File: config.mk
export PLATFORM = sky130hd
export DESIGN_NAME = vb_wb_ctrl_flat
export DESIGN_NICKNAME = d
export VERILOG_FILES = /design/src/rtl/vb_wb_pkg.sv /design/src/rtl/vb_wb_if.sv /design/src/rtl/vb_wb_fifo.sv /design/src/rtl/vb_wb_ctrl.sv /design/src/flat_wrapper.sv
export SDC_FILE = /design/constraint.sdc
export NUM_CORES = 1
export LEC_CHECK = 0
export ABC_AREA = 0
export ABC_CLOCK_PERIOD_IN_PS = 3400
export CAP_MARGIN = 20
export CORE_AREA = 2 2 138 154
export CTS_CLUSTER_DIAMETER = 100
export DETAILED_ROUTE_END_ITERATION = 12
export DIE_AREA = 0 0 140 156
export GPL_ROUTABILITY_DRIVEN = 0
export PLACE_DENSITY = 0.73
export SLEW_MARGIN = 0
export SYNTH_ARGS = -nofsm -noshare
export SYNTH_HDL_FRONTEND = slang
export SYNTH_SLANG_ARGS = --single-unit
File: constraint.sdc
create_clock -name wb_clk_i -period 3.4 [get_ports wb_clk_i]
set_input_delay 0.34 -clock wb_clk_i [delete_from_list [all_inputs] [get_ports wb_clk_i]]
set_output_delay 0.34 -clock wb_clk_i [all_outputs]
set_load 0.03 [all_outputs]
File: src/rtl/vb_wb_pkg.sv
// Shared definitions for the VerilogBoy Wishbone control block:
// register word indices, CTRL/STATUS bit positions, ID constant and
// a byte-lane merge helper.
package vb_wb_pkg;

  // Word index within the 256-byte window (byte address bits [7:2])
  typedef enum logic [5:0] {
    REG_CTRL      = 6'h00,
    REG_STATUS    = 6'h01,
    REG_ROM_ADDR  = 6'h02,
    REG_ROM_DATA  = 6'h03,
    REG_FRAME_CNT = 6'h04,
    REG_ID        = 6'h05
  } reg_idx_e;

  localparam int CTRL_CORE_RUN = 0;
  localparam int CTRL_AUTO_INC = 1;
  localparam int CTRL_IRQ_EN   = 2;

  localparam int STAT_EMPTY      = 0;
  localparam int STAT_FULL       = 1;
  localparam int STAT_OVF        = 2;
  localparam int STAT_FRAME_PEND = 3;

  localparam logic [2:0]  CTRL_RESET = 3'b010;
  localparam logic [31:0] VB_ID      = 32'h5642_0001;

  // Replace only the bytes of old_val whose lane is selected
  function automatic logic [31:0] sel_merge(input logic [31:0] old_val,
                                            input logic [31:0] new_val,
                                            input logic [3:0]  sel);
    logic [31:0] res;
    for (int b = 0; b < 4; b++) begin
      res[b*8 +: 8] = sel[b] ? new_val[b*8 +: 8] : old_val[b*8 +: 8];
    end
    return res;
  endfunction

endpackage

File: src/rtl/vb_wb_if.sv
// Wishbone-classic slave bus from the Caravel management SoC.
interface vb_wb_if;
  logic        wbs_cyc_i;
  logic        wbs_stb_i;
  logic        wbs_we_i;
  logic [3:0]  wbs_sel_i;
  logic [31:0] wbs_adr_i;
  logic [31:0] wbs_dat_i;
  logic        wbs_ack_o;
  logic [31:0] wbs_dat_o;

  modport master (
    output wbs_cyc_i, wbs_stb_i, wbs_we_i, wbs_sel_i, wbs_adr_i, wbs_dat_i,
    input  wbs_ack_o, wbs_dat_o
  );

  modport slave (
    input  wbs_cyc_i, wbs_stb_i, wbs_we_i, wbs_sel_i, wbs_adr_i, wbs_dat_i,
    output wbs_ack_o, wbs_dat_o
  );
endinterface

File: src/rtl/vb_wb_fifo.sv
// Small synchronous FIFO holding {rom word address, rom word data} entries
// waiting to be written into the core's boot ROM. DEPTH must be a power of 2.
module vb_wb_fifo #(
  parameter int DEPTH = 4,
  parameter int WIDTH = 38
) (
  input  logic                     clk,
  input  logic                     rst_n,
  input  logic                     i_push,
  input  logic                     i_pop,
  input  logic [WIDTH-1:0]         i_wdata,
  output logic [WIDTH-1:0]         o_rdata,
  output logic                     o_full,
  output logic                     o_empty,
  output logic [$clog2(DEPTH):0]   o_level
);
  localparam int AW = $clog2(DEPTH);
  localparam int CW = AW + 1;

  logic [WIDTH-1:0] r_mem [DEPTH];
  logic [AW-1:0]    r_wr_ptr;
  logic [AW-1:0]    r_rd_ptr;
  logic [CW-1:0]    r_count;
  logic             w_do_push;
  logic             w_do_pop;

  assign o_empty   = (r_count == '0);
  assign o_full    = (r_count == CW'(DEPTH));
  assign o_level   = r_count;
  assign o_rdata   = r_mem[r_rd_ptr];
  assign w_do_pop  = i_pop & ~o_empty;
  // A full FIFO still takes a push when the head leaves on the same edge
  assign w_do_push = i_push & (~o_full | w_do_pop);

  // Pointer and occupancy tracking; reset discards every stored entry
  always_ff @(posedge clk or negedge rst_n) begin
    if (!rst_n) begin
      r_wr_ptr <= '0;
      r_rd_ptr <= '0;
      r_count  <= '0;
    end else begin
      if (w_do_push) r_wr_ptr <= r_wr_ptr + AW'(1);
      if (w_do_pop)  r_rd_ptr <= r_rd_ptr + AW'(1);
      case ({w_do_push, w_do_pop})
        2'b10:   r_count <= r_count + CW'(1);
        2'b01:   r_count <= r_count - CW'(1);
        default: r_count <= r_count;
      endcase
    end
  end

  // Storage array, needs no reset since the pointers define validity
  always_ff @(posedge clk) begin
    if (w_do_push) r_mem[r_wr_ptr] <= i_wdata;
  end

endmodule

File: src/rtl/vb_wb_ctrl.sv
// Wishbone-classic control/status slave for the VerilogBoy core.
// Holds the core in reset until software sets CORE_RUN and the boot-ROM
// download FIFO has drained, counts frames and optionally raises IRQs.
// Optional feature macro: VB_WB_IRQ_EN (enables CTRL.IRQ_EN and irq_o).
module vb_wb_ctrl
  import vb_wb_pkg::*;
#(
  parameter logic [31:0] ADDR_BASE  = 32'h3000_0000,
  parameter int          FIFO_DEPTH = 4,
  parameter int          ROM_AW     = 6
) (
  input  logic              wb_clk_i,
  input  logic              wb_rst_ni,
  vb_wb_if.slave            wbs,
  output logic              core_rst_n_o,
  output logic              rom_wvalid_o,
  input  logic              rom_wready_i,
  output logic [ROM_AW-1:0] rom_waddr_o,
  output logic [31:0]       rom_wdata_o,
  input  logic              vblank_i,
  output logic [2:0]        irq_o
);
  localparam int LW = $clog2(FIFO_DEPTH) + 1;
  localparam int FW = ROM_AW + 32;

`ifdef VB_WB_IRQ_EN
  localparam logic [2:0] CTRL_WMASK = 3'b111;
`else
  localparam logic [2:0] CTRL_WMASK = 3'b011;
`endif

  logic              r_ack;
  logic [31:0]       r_dat;
  logic [2:0]        r_ctrl;
  logic [ROM_AW-1:0] r_rom_addr;
  logic              r_ovf;
  logic              r_pend;
  logic [15:0]       r_frame_cnt;
  logic              r_core_rst_n;

  logic              w_hit;
  logic              w_wr;
  logic [5:0]        w_idx;
  logic              w_wr_ctrl;
  logic              w_wr_status;
  logic              w_wr_rom_addr;
  logic              w_push_req;
  logic              w_push_ok;
  logic              w_pop;
  logic              w_full;
  logic              w_empty;
  logic [LW-1:0]     w_level;
  logic [7:0]        w_level8;
  logic [FW-1:0]     w_fifo_rdata;
  logic [31:0]       w_rdata;
  logic [31:0]       w_rom_addr_merged;
  logic              w_unused;

  assign w_hit = wbs.wbs_cyc_i & wbs.wbs_stb_i &
                 (wbs.wbs_adr_i[31:8] == ADDR_BASE[31:8]);
  assign w_idx = wbs.wbs_adr_i[7:2];

  // Register side effects happen only on the edge that ends the ack cycle
  assign w_wr          = r_ack & w_hit & wbs.wbs_we_i;
  assign w_wr_ctrl     = w_wr & (w_idx == REG_CTRL);
  assign w_wr_status   = w_wr & (w_idx == REG_STATUS);
  assign w_wr_rom_addr = w_wr & (w_idx == REG_ROM_ADDR);
  assign w_push_req    = w_wr & (w_idx == REG_ROM_DATA) & (wbs.wbs_sel_i == 4'hF);
  assign w_pop         = ~w_empty & rom_wready_i;
  assign w_push_ok     = w_push_req & (~w_full | w_pop);

  assign w_level8          = 8'(w_level);
  assign w_rom_addr_merged = sel_merge(32'(r_rom_addr), wbs.wbs_dat_i, wbs.wbs_sel_i);
  assign w_unused          = ^{wbs.wbs_adr_i[1:0], w_rom_addr_merged[31:ROM_AW]};

  vb_wb_fifo #(
    .DEPTH (FIFO_DEPTH),
    .WIDTH (FW)
  ) u_fifo (
    .clk     (wb_clk_i),
    .rst_n   (wb_rst_ni),
    .i_push  (w_push_ok),
    .i_pop   (w_pop),
    .i_wdata ({r_rom_addr, wbs.wbs_dat_i}),
    .o_rdata (w_fifo_rdata),
    .o_full  (w_full),
    .o_empty (w_empty),
    .o_level (w_level)
  );

  // Head of the FIFO is presented until accepted; outputs read 0 while empty
  assign rom_wvalid_o = ~w_empty;
  assign rom_waddr_o  = w_empty ? '0 : w_fifo_rdata[FW-1:32];
  assign rom_wdata_o  = w_empty ? '0 : w_fifo_rdata[31:0];

  assign wbs.wbs_ack_o = r_ack;
  assign wbs.wbs_dat_o = r_dat;
  assign core_rst_n_o  = r_core_rst_n;

  // Read mux; unmapped and write-only offsets return zero
  always_comb begin
    w_rdata = '0;
    case (w_idx)
      REG_CTRL:      w_rdata = {29'b0, r_ctrl};
      REG_STATUS: begin
        w_rdata[15:8]            = w_level8;
        w_rdata[STAT_FRAME_PEND] = r_pend;
        w_rdata[STAT_OVF]        = r_ovf;
        w_rdata[STAT_FULL]       = w_full;
        w_rdata[STAT_EMPTY]      = w_empty;
      end
      REG_ROM_ADDR:  w_rdata = 32'(r_rom_addr);
      REG_FRAME_CNT: w_rdata = {16'b0, r_frame_cnt};
      REG_ID:        w_rdata = VB_ID;
      default:       w_rdata = '0;
    endcase
  end

  // One wait state: ack the cycle after a hit, never on back-to-back cycles
  always_ff @(posedge wb_clk_i or negedge wb_rst_ni) begin
    if (!wb_rst_ni) begin
      r_ack <= 1'b0;
      r_dat <= '0;
    end else begin
      r_ack <= w_hit & ~r_ack;
      r_dat <= (w_hit & ~r_ack) ? w_rdata : '0;
    end
  end

  // Control, pointer, sticky status and frame counter registers
  always_ff @(posedge wb_clk_i or negedge wb_rst_ni) begin
    if (!wb_rst_ni) begin
      r_ctrl      <= CTRL_RESET;
      r_rom_addr  <= '0;
      r_ovf       <= 1'b0;
      r_pend      <= 1'b0;
      r_frame_cnt <= '0;
    end else begin
      if (w_wr_ctrl && wbs.wbs_sel_i[0]) begin
        r_ctrl <= wbs.wbs_dat_i[2:0] & CTRL_WMASK;
      end

      if (w_wr_rom_addr) begin
        r_rom_addr <= w_rom_addr_merged[ROM_AW-1:0];
      end else if (w_push_ok && r_ctrl[CTRL_AUTO_INC]) begin
        r_rom_addr <= r_rom_addr + ROM_AW'(1);
      end

      if (w_push_req && !w_push_ok) begin
        r_ovf <= 1'b1;
      end else if (w_wr_status && wbs.wbs_sel_i[0] && wbs.wbs_dat_i[STAT_OVF]) begin
        r_ovf <= 1'b0;
      end

      if (vblank_i) begin
        r_pend      <= 1'b1;
        r_frame_cnt <= r_frame_cnt + 16'd1;
      end else if (w_wr_status && wbs.wbs_sel_i[0] && wbs.wbs_dat_i[STAT_FRAME_PEND]) begin
        r_pend <= 1'b0;
      end
    end
  end

  // Core leaves reset only when software allows it and the download is done
  always_ff @(posedge wb_clk_i or negedge wb_rst_ni) begin
    if (!wb_rst_ni) begin
      r_core_rst_n <= 1'b0;
    end else begin
      r_core_rst_n <= r_ctrl[CTRL_CORE_RUN] & w_empty;
    end
  end

`ifdef VB_WB_IRQ_EN
  logic [2:0] r_irq;

  // Registered interrupt lines: frame pending (gated) and overflow
  always_ff @(posedge wb_clk_i or negedge wb_rst_ni) begin
    if (!wb_rst_ni) begin
      r_irq <= '0;
    end else begin
      r_irq <= {1'b0, r_ovf, r_pend & r_ctrl[CTRL_IRQ_EN]};
    end
  end

  assign irq_o = r_irq;
`else
  assign irq_o = 3'b000;
`endif

endmodule

File: src/flat_wrapper.sv
// flat-port wrapper written by rule: the top's interface ports become plain ports
module vb_wb_ctrl_flat import vb_wb_pkg::*;
#(
  parameter logic [31:0] ADDR_BASE  = 32'h3000_0000,
  parameter int          FIFO_DEPTH = 4,
  parameter int          ROM_AW     = 6
)
  (wb_clk_i, wb_rst_ni, core_rst_n_o, rom_wvalid_o, rom_wready_i, rom_waddr_o, rom_wdata_o, vblank_i, irq_o, wbs_wbs_cyc_i, wbs_wbs_stb_i, wbs_wbs_we_i, wbs_wbs_sel_i, wbs_wbs_adr_i, wbs_wbs_dat_i, wbs_wbs_ack_o, wbs_wbs_dat_o);
  vb_wb_if wbs_i ();
  input  logic wb_clk_i;
  input  logic wb_rst_ni;
  output logic core_rst_n_o;
  output logic rom_wvalid_o;
  input  logic rom_wready_i;
  output logic [ROM_AW-1:0] rom_waddr_o;
  output logic [31:0] rom_wdata_o;
  input  logic vblank_i;
  output logic [2:0] irq_o;
  input wire logic [$bits(wbs_i.wbs_cyc_i)-1:0] wbs_wbs_cyc_i;
  input wire logic [$bits(wbs_i.wbs_stb_i)-1:0] wbs_wbs_stb_i;
  input wire logic [$bits(wbs_i.wbs_we_i)-1:0] wbs_wbs_we_i;
  input wire logic [$bits(wbs_i.wbs_sel_i)-1:0] wbs_wbs_sel_i;
  input wire logic [$bits(wbs_i.wbs_adr_i)-1:0] wbs_wbs_adr_i;
  input wire logic [$bits(wbs_i.wbs_dat_i)-1:0] wbs_wbs_dat_i;
  output wire logic [$bits(wbs_i.wbs_ack_o)-1:0] wbs_wbs_ack_o;
  output wire logic [$bits(wbs_i.wbs_dat_o)-1:0] wbs_wbs_dat_o;
  assign wbs_i.wbs_cyc_i = wbs_wbs_cyc_i;
  assign wbs_i.wbs_stb_i = wbs_wbs_stb_i;
  assign wbs_i.wbs_we_i = wbs_wbs_we_i;
  assign wbs_i.wbs_sel_i = wbs_wbs_sel_i;
  assign wbs_i.wbs_adr_i = wbs_wbs_adr_i;
  assign wbs_i.wbs_dat_i = wbs_wbs_dat_i;
  assign wbs_wbs_ack_o = wbs_i.wbs_ack_o;
  assign wbs_wbs_dat_o = wbs_i.wbs_dat_o;
  vb_wb_ctrl #(.ADDR_BASE(ADDR_BASE), .FIFO_DEPTH(FIFO_DEPTH), .ROM_AW(ROM_AW)) u_core (.wb_clk_i(wb_clk_i), .wb_rst_ni(wb_rst_ni), .wbs(wbs_i), .core_rst_n_o(core_rst_n_o), .rom_wvalid_o(rom_wvalid_o), .rom_wready_i(rom_wready_i), .rom_waddr_o(rom_waddr_o), .rom_wdata_o(rom_wdata_o), .vblank_i(vblank_i), .irq_o(irq_o));
endmodule
==> summary.md <==
| Metric | Value |
|---|---|
| Run status | finished with violations |
| Violated checks | design-rule violations |
| Min Hold Slack | ~0.26 ns |
| Setup Fix Bufs, Post-CTS | 0 |
| Most frequent cells in the layout | 152 x edfxtp_1, 134 x clkdlybuf4s50_1, 49 x dfrtp_1, 41 x and2_1, 38 x mux4_2 |
| Crit path buf inv count | 2 |
| Critical path capture point type | primary output |
| CORE AREA | 20300 um^2 |
| Setup CP Type | flip-flop to primary output |
| Die area | 21800 um^2 |
| Most common cell after layout, fill and taps aside | edfxtp_1 |
| EDFF count, synth | 152 |
| ANT nets after route | 0 |
| Vias in the first global route | 5114 |
| Total negative slack | 0 ns |
| Crit path DAT | between 2 and 3 ns |
| YS warnings | 0 |
| Vias/cell | 5.23 |
| Drt pass-1 iters | 9 |
| HP Class | input pin to async pin |
| Post-synthesis cell count | 497 |
| Clock sink total | just over 200 |
| Power Density | 682 nW/um^2 |
| Slack of the critical path | 0.201 ns |
| Synthesized area | 8390 um^2 |
| Async SR Flop Fraction | roughly 25% |
| CP Cell Sequence | buf_12 -> mux4_2 -> and2_1 -> clkdlybuf4s50_1 |
| Final core area utilization | between 50% and 60% |
| Adder-cell area share of the yosys netlist | 1.28% |
| Max Root-Sink Buffers | 3 |
| Max-cap check violation count | 0 |
| Syn avg cell area | 16.9 um^2 |
| WL per Instance | 19.2 um |
| Total number of vias | between 4k and 5k |
| Drt total wl | approximately 18000 um |
| RSZ-0062 raised after global routing | no |
| Fin cells | 920 |
| Total GRT Usage | between 10% and 20% |
| Hpwl dp | 11900 um |
| XOR/XNOR share of the synthesized area | 2.19% |
| Final hold violations | 0 |
| # diodes | 0 |
| Die width | 140 um |
| Measured slew at the worst slew-check pin | ~0.89 ns |
| Area Growth Syn to Fin | 28.7% |
| Synth Area in Simple Gates | 9.66% |
| Initial drt markers | between 300 and 400 |
| Global-route wire length before repair | approximately 28000 um |
| Pre-CTS setup slack | 0.255 ns |
| Synth cell types | 52 |
| Post-synthesis sequential area ratio | 69.9% |
| Root Driver | clkbuf_16 |
| Fmax | 313 MHz |
| Dpl cells | 880 |
| Final #Nets | 732 |
| I/O Buffers | 135 |
| Clk_lat worst skew | 0.50 ns |
| Top-level I/O count | 151 |
| Final setup violation count | 0 |
| Tmin final | ~3.2 ns |
| CP delay by family, top | buffers and inverters |
| Critical Path RT | 3.06 ns |
| Most used DFF post-synth | edfxtp_1 |
| Initial Util | 41.3% |
| Clk slew on worst S/H paths | around 0.06 ns |
| CTS Buf Count | 21 |
| Slew Limit Fails | 0 |
| Yosys reg bits | roughly 200 |
| VDD IR max | 0.000312 V |
| Die span in y | 156 um |
| Initial antenna violation count | 0 |
| Fin crit share | 94.1% |
| CTS tree | done |
| Ratio of cells with drive above 1 in the final layout | roughly 16% |
| Main combinational cell family by area after synthesis | multiplexers |
| Maximum number of pins on one net before global-route repair | 53 |
| GRT overflow | 0 |
| Mux contribution to synthesized area | between 10 and 15% |
| Compound-gate portion of the synthesized area | between 2 and 3% |
| Remaining DRCs | 11 |
| Crit path launch type | flip-flop |
| Lkg Pwr | 0.00387 uW |
| Clk_skew | between 0.02 and 0.03 ns |
| Headroom to the max-slew limit | between 40% and 50% |
| Crit-path max cell delay | 0.81 ns |
| Max Fanout on Critical Path | 20 |
| # H-tree levels | 1 |
| Row cnt | between 50 and 60 |
| Slowest cell on the critical path | dfrtp_2 |
synth_stat cells (2+ instances only):
| cell | number | share of area [%] |
|---|---|---|
| a22oi_1 | 8 | 0.72 |
| buf_1 | 4 | 0.18 |
| clkbuf_1 | 14 | 0.63 |
| nand4_1 | 7 | 0.52 |
| nor2_1 | 22 | 0.98 |
| or4_4 | 2 | 0.27 |
| o22a_1 | 2 | 0.21 |
| mux2_1 | 2 | 0.27 |
| xnor2_1 | 14 | 1.5 |
| mux2_2 | 2 | 0.27 |
| o21ai_0 | 4 | 0.24 |
| mux2i_1 | 2 | 0.24 |
| nor3_1 | 7 | 0.42 |
| buf_4 | 18 | 1.6 |
| dfrtp_1 | 51 | 15 |
| inv_1 | 10 | 0.45 |
| ha_1 | 7 | 1.0 |
| o31ai_1 | 3 | 0.27 |
| mux4_2 | 38 | 10 |
| nand3_1 | 15 | 0.89 |
| xor2_1 | 7 | 0.73 |
| and2_1 | 45 | 3.4 |
| a222oi_1 | 2 | 0.24 |
| edfxtp_1 | 152 | 54 |
| or4_1 | 2 | 0.18 |
| nor4_1 | 6 | 0.45 |
| and3_1 | 10 | 0.75 |
| nor2b_1 | 2 | 0.15 |
| a21oi_1 | 5 | 0.30 |
| o21ai_1 | 4 | 0.24 |
| nand2_1 | 9 | 0.40 |
per-layer routing:
metal  track usage, %  share of wire, %  vias to the layer above
met1             21.4                41                     2442
met2             28.5                51                      166
met3             3.41               6.5                       27
met4             3.90               1.8                        0
li1                 -                 -                     2178
met5                0                 0                        -
registers in the layout, indices dropped and copies added, names as in the netlist:
signal and flops:
u_core.r_rom_addr 6, u_core.r_pend 1, u_core.u_fifo.r_rd_ptr 2, u_core.r_ovf 1
u_core.wbs.wbs_dat_o 17, u_core.core_rst_n_o 1, u_core.u_fifo.o_level 3, u_core.u_fifo.r_mem 152
u_core.u_fifo.r_wr_ptr 2, u_core.r_frame_cnt 16, u_core.wbs.wbs_ack_o 1, u_core.r_ctrl 2
worst paths after layout:
check                                                      start                                    to  slack (ns)  cells past startpoint
min                                                    wb_rst_ni     u_core.wbs.wbs_dat_o[1]$_DFF_PN0_        0.26                      2
max in group asynchronous                              wb_rst_ni          u_core.r_ctrl[1]$_DFFE_PN1P_        2.57                      3
min reg2reg                   u_core.r_frame_cnt[15]$_DFFE_PN0P_    u_core.r_frame_cnt[15]$_DFFE_PN0P_        0.48                      1
max reg2reg                 u_core.u_fifo.o_level[0]$_DFFE_PN0P_  u_core.u_fifo.o_level[2]$_DFFE_PN0P_        0.71                      9
min in group wb_clk_i                          wbs_wbs_dat_i[31]  u_core.u_fifo.r_mem[1][31]$_DFFE_PP_        0.48                      1
max                        u_core.u_fifo.r_rd_ptr[0]$_DFFE_PN0P_                       rom_wdata_o[25]        0.20                      4
report_power, final:
group          total (uW)  internal [uW]  switching, uW
clock network        2190           1290            903
logic                2220           1130           1090
registers            2960           2750            204
total                7370           5170           2200
through the flow:
| step | total power [uW] | instance area [um^2] |
|---|---|---|
| 2_1_floorplan | 4360 | 8440 |
| 4_1_cts | 7440 | 10800 |
| 3_3_place_gp | 5220 | 10100 |
| 5_1_grt | 7690 | 10800 |
| 6_report | 7370 | 10800 |
| 3_5_place_dp | 5250 | 10100 |
final cells by class:
| cell class | instances | area (um^2) |
|---|---|---|
| fillers | 1584 | 9500 |
| flip-flops and latches | 204 | 5870 |
| multi-input cells | 257 | 2320 |
| repair buffers | 155 | 1600 |
| clock buffers | 25 | 541 |
| well taps | 256 | 320 |
| clock inverters | 13 | 114 |
| inverters | 10 | 37.5 |
worst register-to-register path, delay by kind of cell (launching register included):
family        cells  cell delay (ns)
fa+ha+maj         2             0.58
buf+inv           2             0.72
xor+xnor          2             0.33
simple gates      3             0.55
flops             1             0.44
cell families (layout without fill, tap and decap cells):
| kind of cell | count (synthesis) | count (layout) |
|---|---|---|
| adder cells (fa/ha/maj) | 8 | 8 |
| multiplexers | 45 | 45 |
| buffers and inverters | 48 | 203 |
| AO/OA/AOI/OAI | 33 | 33 |
| AND/OR/NAND/NOR | 137 | 137 |
| other | 1 | 13 |
| XOR/XNOR | 21 | 21 |
| flip-flops | 204 | 204 |
repair_timing:
item | 4_1_cts | 5_1_grt
setup endpoints to repair | 0 | 0
hold endpoints to repair | 0 | 12
hold buffers | 0 | 1
resized for setup | 0 | 0
Power figures use the tool's default switching activity.
